File: src/rtl/iport_fifo_if.sv
// Bus interface for iport_fifo: CPU I/O slave signals plus the producer
// byte stream.
//   master: CPU/decoder side and producer (drives strobes, data, ext_valid)
//   slave : iport_fifo (drives dout, ext_ready, int_n)
interface iport_fifo_if;
  logic       ena;
  logic [1:0] addr;
  logic       iord;
  logic       iowr;
  logic       inta;
  logic [7:0] din;
  logic [7:0] dout;
  logic [7:0] ext_data;
  logic       ext_valid;
  logic       ext_ready;
  logic       int_n;

  modport master (
    output ena, addr, iord, iowr, inta, din, ext_data, ext_valid,
    input  dout, ext_ready, int_n
  );

  modport slave (
    input  ena, addr, iord, iowr, inta, din, ext_data, ext_valid,
    output dout, ext_ready, int_n
  );
endinterface

File: src/rtl/iport_fifo.sv
// iport_fifo: Z80 I/O-read slave. A producer pushes bytes over a
// valid/ready handshake into a FIFO; the CPU pops them with IN.
//   masterclk : system clock, all state on rising edge
//   reset_n   : synchronous active-low reset
//   bus       : iport_fifo_if.slave
//               ena/addr/iord/iowr/din/dout : CPU register access
//               inta/int_n                  : interrupt (IM2 vector)
//               ext_data/ext_valid/ext_ready: producer handshake
// Register map: addr 0 = DATA (read pops), addr 1 = STATUS (read) /
// CTRL (write: bit0 ie, bit1 flush, bit2 clear overflow), 2-3 reserved.
// Optional feature: define IPORT_INT_EN to enable the interrupt request
// and the IM2 vector response during INTA.
module iport_fifo #(
  parameter int unsigned DEPTH  = 16,
  parameter logic [7:0]  VECTOR = 8'hF0
) (
  input logic        masterclk,
  input logic        reset_n,
  iport_fifo_if.slave bus
);

  localparam int unsigned AW = (DEPTH > 1) ? $clog2(DEPTH) : 1;
  localparam int unsigned CW = 5;

  logic [7:0]    mem [DEPTH];
  logic [AW-1:0] wr_ptr;
  logic [AW-1:0] rd_ptr;
  logic [CW-1:0] count;
  logic          overflow;
  logic          ie;
  logic          iord_q;
  logic          iowr_q;
  logic [7:0]    dout_r;

  logic          empty;
  logic          full;
  logic          rd_acc;
  logic          wr_acc;
  logic          ctrl_wr;
  logic          flush;
  logic          ovf_clr;
  logic          ovf_set;
  logic          pop;
  logic          push;
  logic [7:0]    rd_data;

  // Access decode: strobes act once, on their first cycle high.
  always_comb begin
    empty   = (count == CW'(0));
    full    = (count == CW'(DEPTH));
    rd_acc  = bus.ena & bus.iord & ~iord_q;
    wr_acc  = bus.ena & bus.iowr & ~iowr_q;
    ctrl_wr = wr_acc & (bus.addr == 2'd1);
    flush   = ctrl_wr & bus.din[1];
    ovf_clr = ctrl_wr & bus.din[2];
    ovf_set = bus.ext_valid & full;
    pop     = rd_acc & (bus.addr == 2'd0) & ~empty;
    push    = bus.ext_valid & bus.ext_ready;
  end

  // Read data mux; empty DATA reads and reserved addresses return zero.
  always_comb begin
    rd_data = 8'h00;
    case (bus.addr)
      2'd0:    rd_data = empty ? 8'h00 : mem[rd_ptr];
      2'd1:    rd_data = {overflow, full, empty, count};
      default: rd_data = 8'h00;
    endcase
  end

  assign bus.ext_ready = reset_n & ~full;
  assign bus.dout      = dout_r;

  // Storage array, no reset needed.
  always_ff @(posedge masterclk) begin
    if (push) mem[wr_ptr] <= bus.ext_data;
  end

`ifdef IPORT_INT_EN
  logic inta_q;
  logic int_n_r;
  assign bus.int_n = int_n_r;
`else
  assign bus.int_n = 1'b1;
  logic unused_sig;
  assign unused_sig = ^{bus.inta, VECTOR, ie, bus.din[7:3]};
`endif

  // Pointers, count, flags, read data.
  always_ff @(posedge masterclk) begin
    if (!reset_n) begin
      wr_ptr   <= '0;
      rd_ptr   <= '0;
      count    <= '0;
      overflow <= 1'b0;
      ie       <= 1'b0;
      iord_q   <= 1'b0;
      iowr_q   <= 1'b0;
      dout_r   <= 8'h00;
`ifdef IPORT_INT_EN
      inta_q   <= 1'b0;
      int_n_r  <= 1'b1;
`endif
    end else begin
      iord_q <= bus.iord;
      iowr_q <= bus.iowr;

      // Flush overrides any push/pop on the same edge.
      if (flush) begin
        wr_ptr <= '0;
        rd_ptr <= '0;
        count  <= '0;
      end else begin
        if (push) wr_ptr <= wr_ptr + AW'(1);
        if (pop)  rd_ptr <= rd_ptr + AW'(1);
        if (push && !pop)      count <= count + CW'(1);
        else if (pop && !push) count <= count - CW'(1);
      end

      // A new overflow beats a clear on the same edge.
      if (ovf_set)      overflow <= 1'b1;
      else if (ovf_clr) overflow <= 1'b0;

      if (ctrl_wr) ie <= bus.din[0];
      if (rd_acc)  dout_r <= rd_data;

`ifdef IPORT_INT_EN
      inta_q  <= bus.inta;
      if (bus.inta && !inta_q && !int_n_r) dout_r <= VECTOR;
      int_n_r <= ~(ie & ~empty);
`endif
    end
  end

endmodule
File: src/flat_wrapper.sv
// flat-port wrapper written by rule: the top's interface ports become plain ports
module iport_fifo_flat 
#(
  parameter int unsigned DEPTH  = 16,
  parameter logic [7:0]  VECTOR = 8'hF0
)
  (masterclk, reset_n, bus_ena, bus_addr, bus_iord, bus_iowr, bus_inta, bus_din, bus_ext_data, bus_ext_valid, bus_dout, bus_ext_ready, bus_int_n);
  iport_fifo_if bus_i ();
  input logic masterclk;
  input logic reset_n;
  input wire logic [$bits(bus_i.ena)-1:0] bus_ena;
  input wire logic [$bits(bus_i.addr)-1:0] bus_addr;
  input wire logic [$bits(bus_i.iord)-1:0] bus_iord;
  input wire logic [$bits(bus_i.iowr)-1:0] bus_iowr;
  input wire logic [$bits(bus_i.inta)-1:0] bus_inta;
  input wire logic [$bits(bus_i.din)-1:0] bus_din;
  input wire logic [$bits(bus_i.ext_data)-1:0] bus_ext_data;
  input wire logic [$bits(bus_i.ext_valid)-1:0] bus_ext_valid;
  output wire logic [$bits(bus_i.dout)-1:0] bus_dout;
  output wire logic [$bits(bus_i.ext_ready)-1:0] bus_ext_ready;
  output wire logic [$bits(bus_i.int_n)-1:0] bus_int_n;
  assign bus_i.ena = bus_ena;
  assign bus_i.addr = bus_addr;
  assign bus_i.iord = bus_iord;
  assign bus_i.iowr = bus_iowr;
  assign bus_i.inta = bus_inta;
  assign bus_i.din = bus_din;
  assign bus_i.ext_data = bus_ext_data;
  assign bus_i.ext_valid = bus_ext_valid;
  assign bus_dout = bus_i.dout;
  assign bus_ext_ready = bus_i.ext_ready;
  assign bus_int_n = bus_i.int_n;
  iport_fifo #(.DEPTH(DEPTH), .VECTOR(VECTOR)) u_core (.masterclk(masterclk), .reset_n(reset_n), .bus(bus_i));
endmodule
File: config.mk
export PLATFORM = sky130hd
export DESIGN_NAME = iport_fifo_flat
export DESIGN_NICKNAME = d
export VERILOG_FILES = /design/src/rtl/iport_fifo_if.sv /design/src/rtl/iport_fifo.sv /design/src/flat_wrapper.sv
export SDC_FILE = /design/constraint.sdc
export NUM_CORES = 1
export LEC_CHECK = 0
export CORE_UTILIZATION = 55
export DETAILED_ROUTE_END_ITERATION = 10
export PLACE_DENSITY_LB_ADDON = 0.2
export SYNTH_ARGS = -nofsm -noshare
export SYNTH_HDL_FRONTEND = slang
export SYNTH_SLANG_ARGS = --single-unit
File: constraint.sdc
create_clock -name masterclk -period 3.58 [get_ports masterclk]
set_input_delay 0.716 -clock masterclk [delete_from_list [all_inputs] [get_ports masterclk]]
set_output_delay 0.716 -clock masterclk [all_outputs]
set_load 0.005 [all_outputs]
=== Word level (Yosys, flattened, before mapping) ===
Memories as Yosys holds them, arrays and structs flattened. A register that Yosys moved wholly into a read port is not among the register bits.
Cells that the tools add are included.

* Output and inout port bits: 10
* Memory bits (writable): 128
* Word-level logic and storage cells: 50
* Register bits: 24
* Input port bits: 25
* Memories: 1

{| class="wikitable"
|+ Memory list
! name !! depth !! bits a word !! read ports !! clocked after Yosys merged registers in !! write ports !! RTL line !! RTL
|-
| u_core.mem || 16 || 8 || 1 || 1 || 1 || iport_fifo.sv:25 || <nowiki>logic [7:0] mem [DEPTH];</nowiki>
|}

* Reduce and logical (&&, ||, !) cells: 9
* Add/subtract/negate cells: 4
* Bitwise gates (word level): 17
* Multiplexer cells: 10
* Eq/ne operators: 2

{| class="wikitable"
|+ Operators by type and width
! kind !! count
|-
| case mux 8 bit (2 select lines) || 1
|-
| bitwise AND 1 bit || 12
|-
| two-way mux 5 bit || 2
|-
| adder 4 x 1 -> 4 bit, second input constant || 2
|-
| two-way mux 4 bit || 2
|-
| two-way mux 8 bit || 1
|-
| adder 5 x 1 -> 5 bit, second input constant || 1
|-
| equality test 5 bit, second input constant || 1
|-
| zero test 5 bit || 1
|-
| inverter 1 bit || 5
|-
| subtractor 5 x 1 -> 5 bit, second input constant || 1
|-
| two-way mux 1 bit || 4
|-
| nonzero test 2 bit || 2
|-
| equality test 2 x 1 -> 1 bit, second input constant || 1
|-
| logical AND 1 bit || 2
|-
| zero test 1 bit || 2
|-
| zero test 2 bit || 1
|-
| OR reduction 2 bit || 1
|}

=== Longest topological paths before layout ===
* Depth in word-level cells: 8
* Gate-level depth with buffers: 11
* Mapped depth without buffers: 11

=== Worst setup path after synthesis ===
OpenSTA, ideal clock, no wires.

* Path kind: input-to-reg
* Start: input port bus_iord
* End: register u_core.count[4]
* Slack: 0.273 ns
* Arrival: 3.186 ns
* Required time: 3.459 ns
* Setup time: 0.121 ns
* Path buffers: 0
* Stages: 11
* Cell sequence: nand3b_1 a2111oi_4 inv_1 ha_1 inv_1 ha_1 nor2b_1 o21a_1 or3_1 a21oi_1 mux2_2

* Longest elaborated chain between the ends: 7
* Elaborated cells between the ends (all ways): 9
* Classes of those cells: mux (1); bitwise (4); reduce/logical (4)

{| class="wikitable"
|+ Ends and longest elaborated chain
! element !! RTL line !! RTL
|-
| start, declared || flat_wrapper.sv:13 || <nowiki>input wire logic [$bits(bus_i.iord)-1:0] bus_iord;</nowiki>
|-
| bitwise AND 1 bit * (2 in a row) || iport_fifo.sv:51 || <nowiki>rd_acc = bus.ena & bus.iord & ~iord_q;</nowiki>
|-
| bitwise AND 1 bit * (2 in a row) || iport_fifo.sv:57 || <nowiki>pop = rd_acc & (bus.addr == 2'd0) & ~empty;</nowiki>
|-
| zero test 1 bit || iport_fifo.sv:116 || <nowiki>if (push && !pop) count <= count + CW'(1);</nowiki>
|-
| logical AND 1 bit || iport_fifo.sv:116 ||
|-
| two-way mux 5 bit / nonzero test 2 bit (equally long branches) || n/a ||
|-
| end signal, assigned || iport_fifo.sv:116 ||
|-
| end signal, assigned || iport_fifo.sv:117 || <nowiki>else if (pop && !push) count <= count - CW'(1);</nowiki>
|-
| end, declared || iport_fifo.sv:28 || <nowiki>logic [CW-1:0] count;</nowiki>
|}

Every way passes the cells marked *; elsewhere a longest branch is shown, timed or not.
A chain may end at the register's enable or synchronous reset.

=== Final worst setup path ===
* Start: input port bus_ena
* End: register u_core.count[4]

* Longest elaborated chain between the ends: 7
* Elaborated cells between the ends (all ways): 14
* Classes of those cells: mux (1); bitwise (8); reduce/logical (5)

{| class="wikitable"
|+ Ends and longest elaborated chain
! element !! RTL line !! RTL
|-
| start, declared || flat_wrapper.sv:11 || <nowiki>input wire logic [$bits(bus_i.ena)-1:0] bus_ena;</nowiki>
|-
| bitwise AND 1 bit (2 in a row) || iport_fifo.sv:51 ||
|-
| bitwise AND 1 bit (2 in a row) || iport_fifo.sv:57 ||
|-
| zero test 1 bit || iport_fifo.sv:116 ||
|-
| logical AND 1 bit || iport_fifo.sv:116 ||
|-
| two-way mux 5 bit / nonzero test 2 bit (equally long branches) || n/a ||
|}

Parallel ways exist; a longest one is shown, timed or not.

==> reports/metrics.yaml <==
status:
  status: "finished clean"
detailed_routing:
  antenna_left: 0
  vias: 3361
  wl_um: 11900
  first_pass_iters: 4
  drt_iter0_drc: 239
  routedWlPerCell_um: 20.7
  drc_errors: 0
  via_per_inst: 5.81
pwr:
  power.total_uw: 3930
  p_per_area_mw_per_mm2: 536
  peakVddDrop_uv: 370
  cellLeakagePower_uw: 0.00244
sta:
  hold_viol_final: 0
  worstMarginPinSlew_ns: 0.821
  rsz0062_at_grt: "false"
  fin_crit_ns: 3.17
  slew_headroom_pct: 45.1
  fin_worst_skew_ns: 0.0117
  slew_viol_final: 0
  period_share_pct: 88.5
  hold_ws_ns: 0.511
  tns_ns: 0
  fmax_mhz: 315
  setup_viol: 0
grt:
  grt_pass1_wl_um: 18300
  antenna_found_initial: 0
  grt_overflow: 0
  grt_max_degree: 36
  grt_pass1_vias: 3345
  grt_use_total_pct: 22.5
cts:
  cts_setup_buffers: 0
  h-tree-depth: 4
  cts_tree: "yes"
  clock-sinks: 156
  clk_latency_ns: 0.42
  ctsResizeCount: 0
  holdBufCountCts: 0
  clkTransAtPathRegs_ns: 0.06
  cts_buffers: 17
  root_buffer: "clkbuf_16"
  cts_buffer_depth: 2
setup_path:
  max_stage_delay_ns: 0.48
  required_ns: 3.89
  slowest_stage: "clkdlybuf4s50_1"
  critPathMaxFanout: 2
  critical_path_class: "in2reg"
  startpoint_type: "primary input"
  reg2reg_slack_ns: 0.71
  reg2reg_from: "u_core.count[0]"
  cp_cell_sequence: "clkdlybuf4s50_1 -> nand3b_1 -> a2111oi_4 -> inv_1 -> ha_1 -> inv_1 -> ha_1 -> nor2b_1 -> o21a_1 -> or3_1 -> a21oi_1 -> mux2_2"
  r2r-end: "u_core.count[4]"
  reg2regPathDepth: 11
  worst_setup_path_end_kind: "register"
  arrival_ns: 3.48
placed_design:
  place_congestion: 0.767
  dp_hpwl_um: 7620
  dp_cells: 546
  io_buffers: 26
  placedInstanceArea_mm2: 0.00678
run:
  drv_cap: 0
logic_synthesis:
  syn-cell-area_mm2: 0.00629
  synthCells: 379
  synth_area_leaders: "edfxtp_1, mux4_2, dfxtp_1, nor2_1, ha_1"
  yosysWarnings: 0
  synth_edf_count: 128
  synthFlopType: "edfxtp_1"
  synth_cell_types: 43
  synth.yosys.seq_area_share_pct: 70.0
  yosys.area.top_type: "edfxtp_1"
  synth_nets: 415
  syn_area_per_cell_um2: 16.6
  synthArstFlopShare_pct: 0
  yosysTopAreaCellShare_pct: 61.1
  ys_ff_latch: 156
layout:
  antennaDiodeCount: 0
  syn_to_final_growth_pct: 16.5
  final_cells: 578
  drive_gt1_share_pct: 19.6
  stdcell_area_mm2: 0.00733
  nets: 461
hold_path:
  worstHoldPathType: "reg2reg"
  min_to: "u_core.overflow"
  hold_depth: 2
  hold_start: "u_core.overflow"
floorplanning:
  die_area_mm2: 0.0119
  coreArea_mm2: 0.0110
  chipWidth_um: 109
  io_pins: 35
  die_height_um: 109
  rows: 38
  start_util_pct: 57.3
[cells in the mapped netlist (2+ instances only)]
master and number:
xnor2_1 2, buf_2 2, mux4_2 30, nand4_1 2, nand2b_1 2, mux2_2 2
buf_4 4, nor2_1 34, nor3_1 4, and2_1 5, buf_6 2, ha_1 10
inv_1 9, a22oi_1 14, edfxtp_1 128, a21oi_1 13, mux2i_1 6, nor2b_1 5
dfxtp_1 28, xor2_1 7, a21o_1 8, nand2_1 24, buf_1 2, clkbuf_1 8
o21ai_0 9, or3_1 2
[cell usage in the layout, fill, tap and decap left out, types with 2 or more instances in the layout]
cell,netlist,final
a21o_1,8,8
a21oi_1,13,13
a22oi_1,14,14
and2_1,5,5
buf_4,4,20
bufinv_16,0,2
clkbuf_16,0,17
clkdlybuf4s50_1,0,26
clkinv_1,0,2
clkinv_2,0,6
clkinvlp_4,0,3
dfxtp_1,28,27
edfxtp_1,128,128
ha_1,10,10
inv_1,9,9
mux2_2,2,2
mux2i_1,6,6
mux4_2,30,30
nand2_1,24,24
nand2b_1,2,2
nand4_1,2,2
nor2_1,34,34
nor2b_1,5,5
nor3_1,4,4
o21ai_0,9,9
or3_1,2,2
xnor2_1,2,2
xor2_1,7,7
[state kept, by name, summed over array words and instances, names as in the netlist, named ones only]
register         flops
u_core.iowr_q        1
u_core.count         5
u_core.iord_q        1
u_core.rd_ptr        4
u_core.overflow      1
u_core.mem         128
u_core.bus.dout      8
u_core.wr_ptr        4
[final cells by class]
type,count,area [um2]
flip-flops and latches,156,4410
multi-input cells,195,1750
well taps,140,175
clock buffers,18,429
clock inverters,14,129
repair buffers,46,410
fillers,736,3650
inverters,9,33.8
[metrics by stage]
stage,utilization (%),setup WS (ns)
after floorplan,-,0.273
after global placement,61.7,0.0473
after detailed placement,61.7,-0.0289
after CTS,66.8,0.408
after global routing,66.8,0.295
final,66.8,0.410
[kinds of logic (layout without fill, tap and decap cells)]
| family | Yosys count | after routing | synth area share [%] |
|---|---|---|---|
| buf+inv | 28 | 87 | 2.21 |
| other cells | 1 | 1 | 0.0596 |
| compound gates | 52 | 52 | 5.87 |
| fa+ha+maj | 11 | 11 | 2.31 |
| flops | 156 | 156 | 70.0 |
| mux | 38 | 38 | 12.0 |
| xor+xnor | 9 | 9 | 1.25 |
| simple gates | 84 | 84 | 6.28 |
[per-layer routing]
layer / track usage, % / share of wire [%] / up-vias
li1: - / - / 1553
met1: 30.3 / 43 / 1696
met2: 34.5 / 48 / 96
met3: 6.22 / 6.4 / 16
met4: 10.0 / 1.8 / 0
met5: 0 / 0 / -
[how the worst max path moves through the flow]
stage                  start               to  slack [ns]  cells after the start
global placement    bus_iord  u_core.count[4]        0.05                     12
finish               bus_ena  u_core.count[4]        0.41                     12
CTS                  bus_ena  u_core.count[4]        0.41                     12
global route        bus_iord  u_core.count[4]        0.30                     12
floorplan           bus_iord  u_core.count[4]        0.27                     11
detailed placement   bus_ena  u_core.count[4]       -0.03                     12
[worst max-delay path: cells and delay by family]
family,cells,cell delay (ns)
AOI/OAI and AO/OA,3,0.73
buffers and inverters,3,0.64
and+or+nand+nor,3,0.62
adders and majority gates,2,0.44
muxes,1,0.34
[report_power, final]
| group | internal, uW | total [uW] | switching, uW |
|---|---|---|---|
| clock | 1010 | 1680 | 671 |
| sequential | 1990 | 2010 | 24.8 |
| combinational | 110 | 238 | 128 |
| total | 3110 | 3930 | 824 |
(Power assumes the default switching activity.)
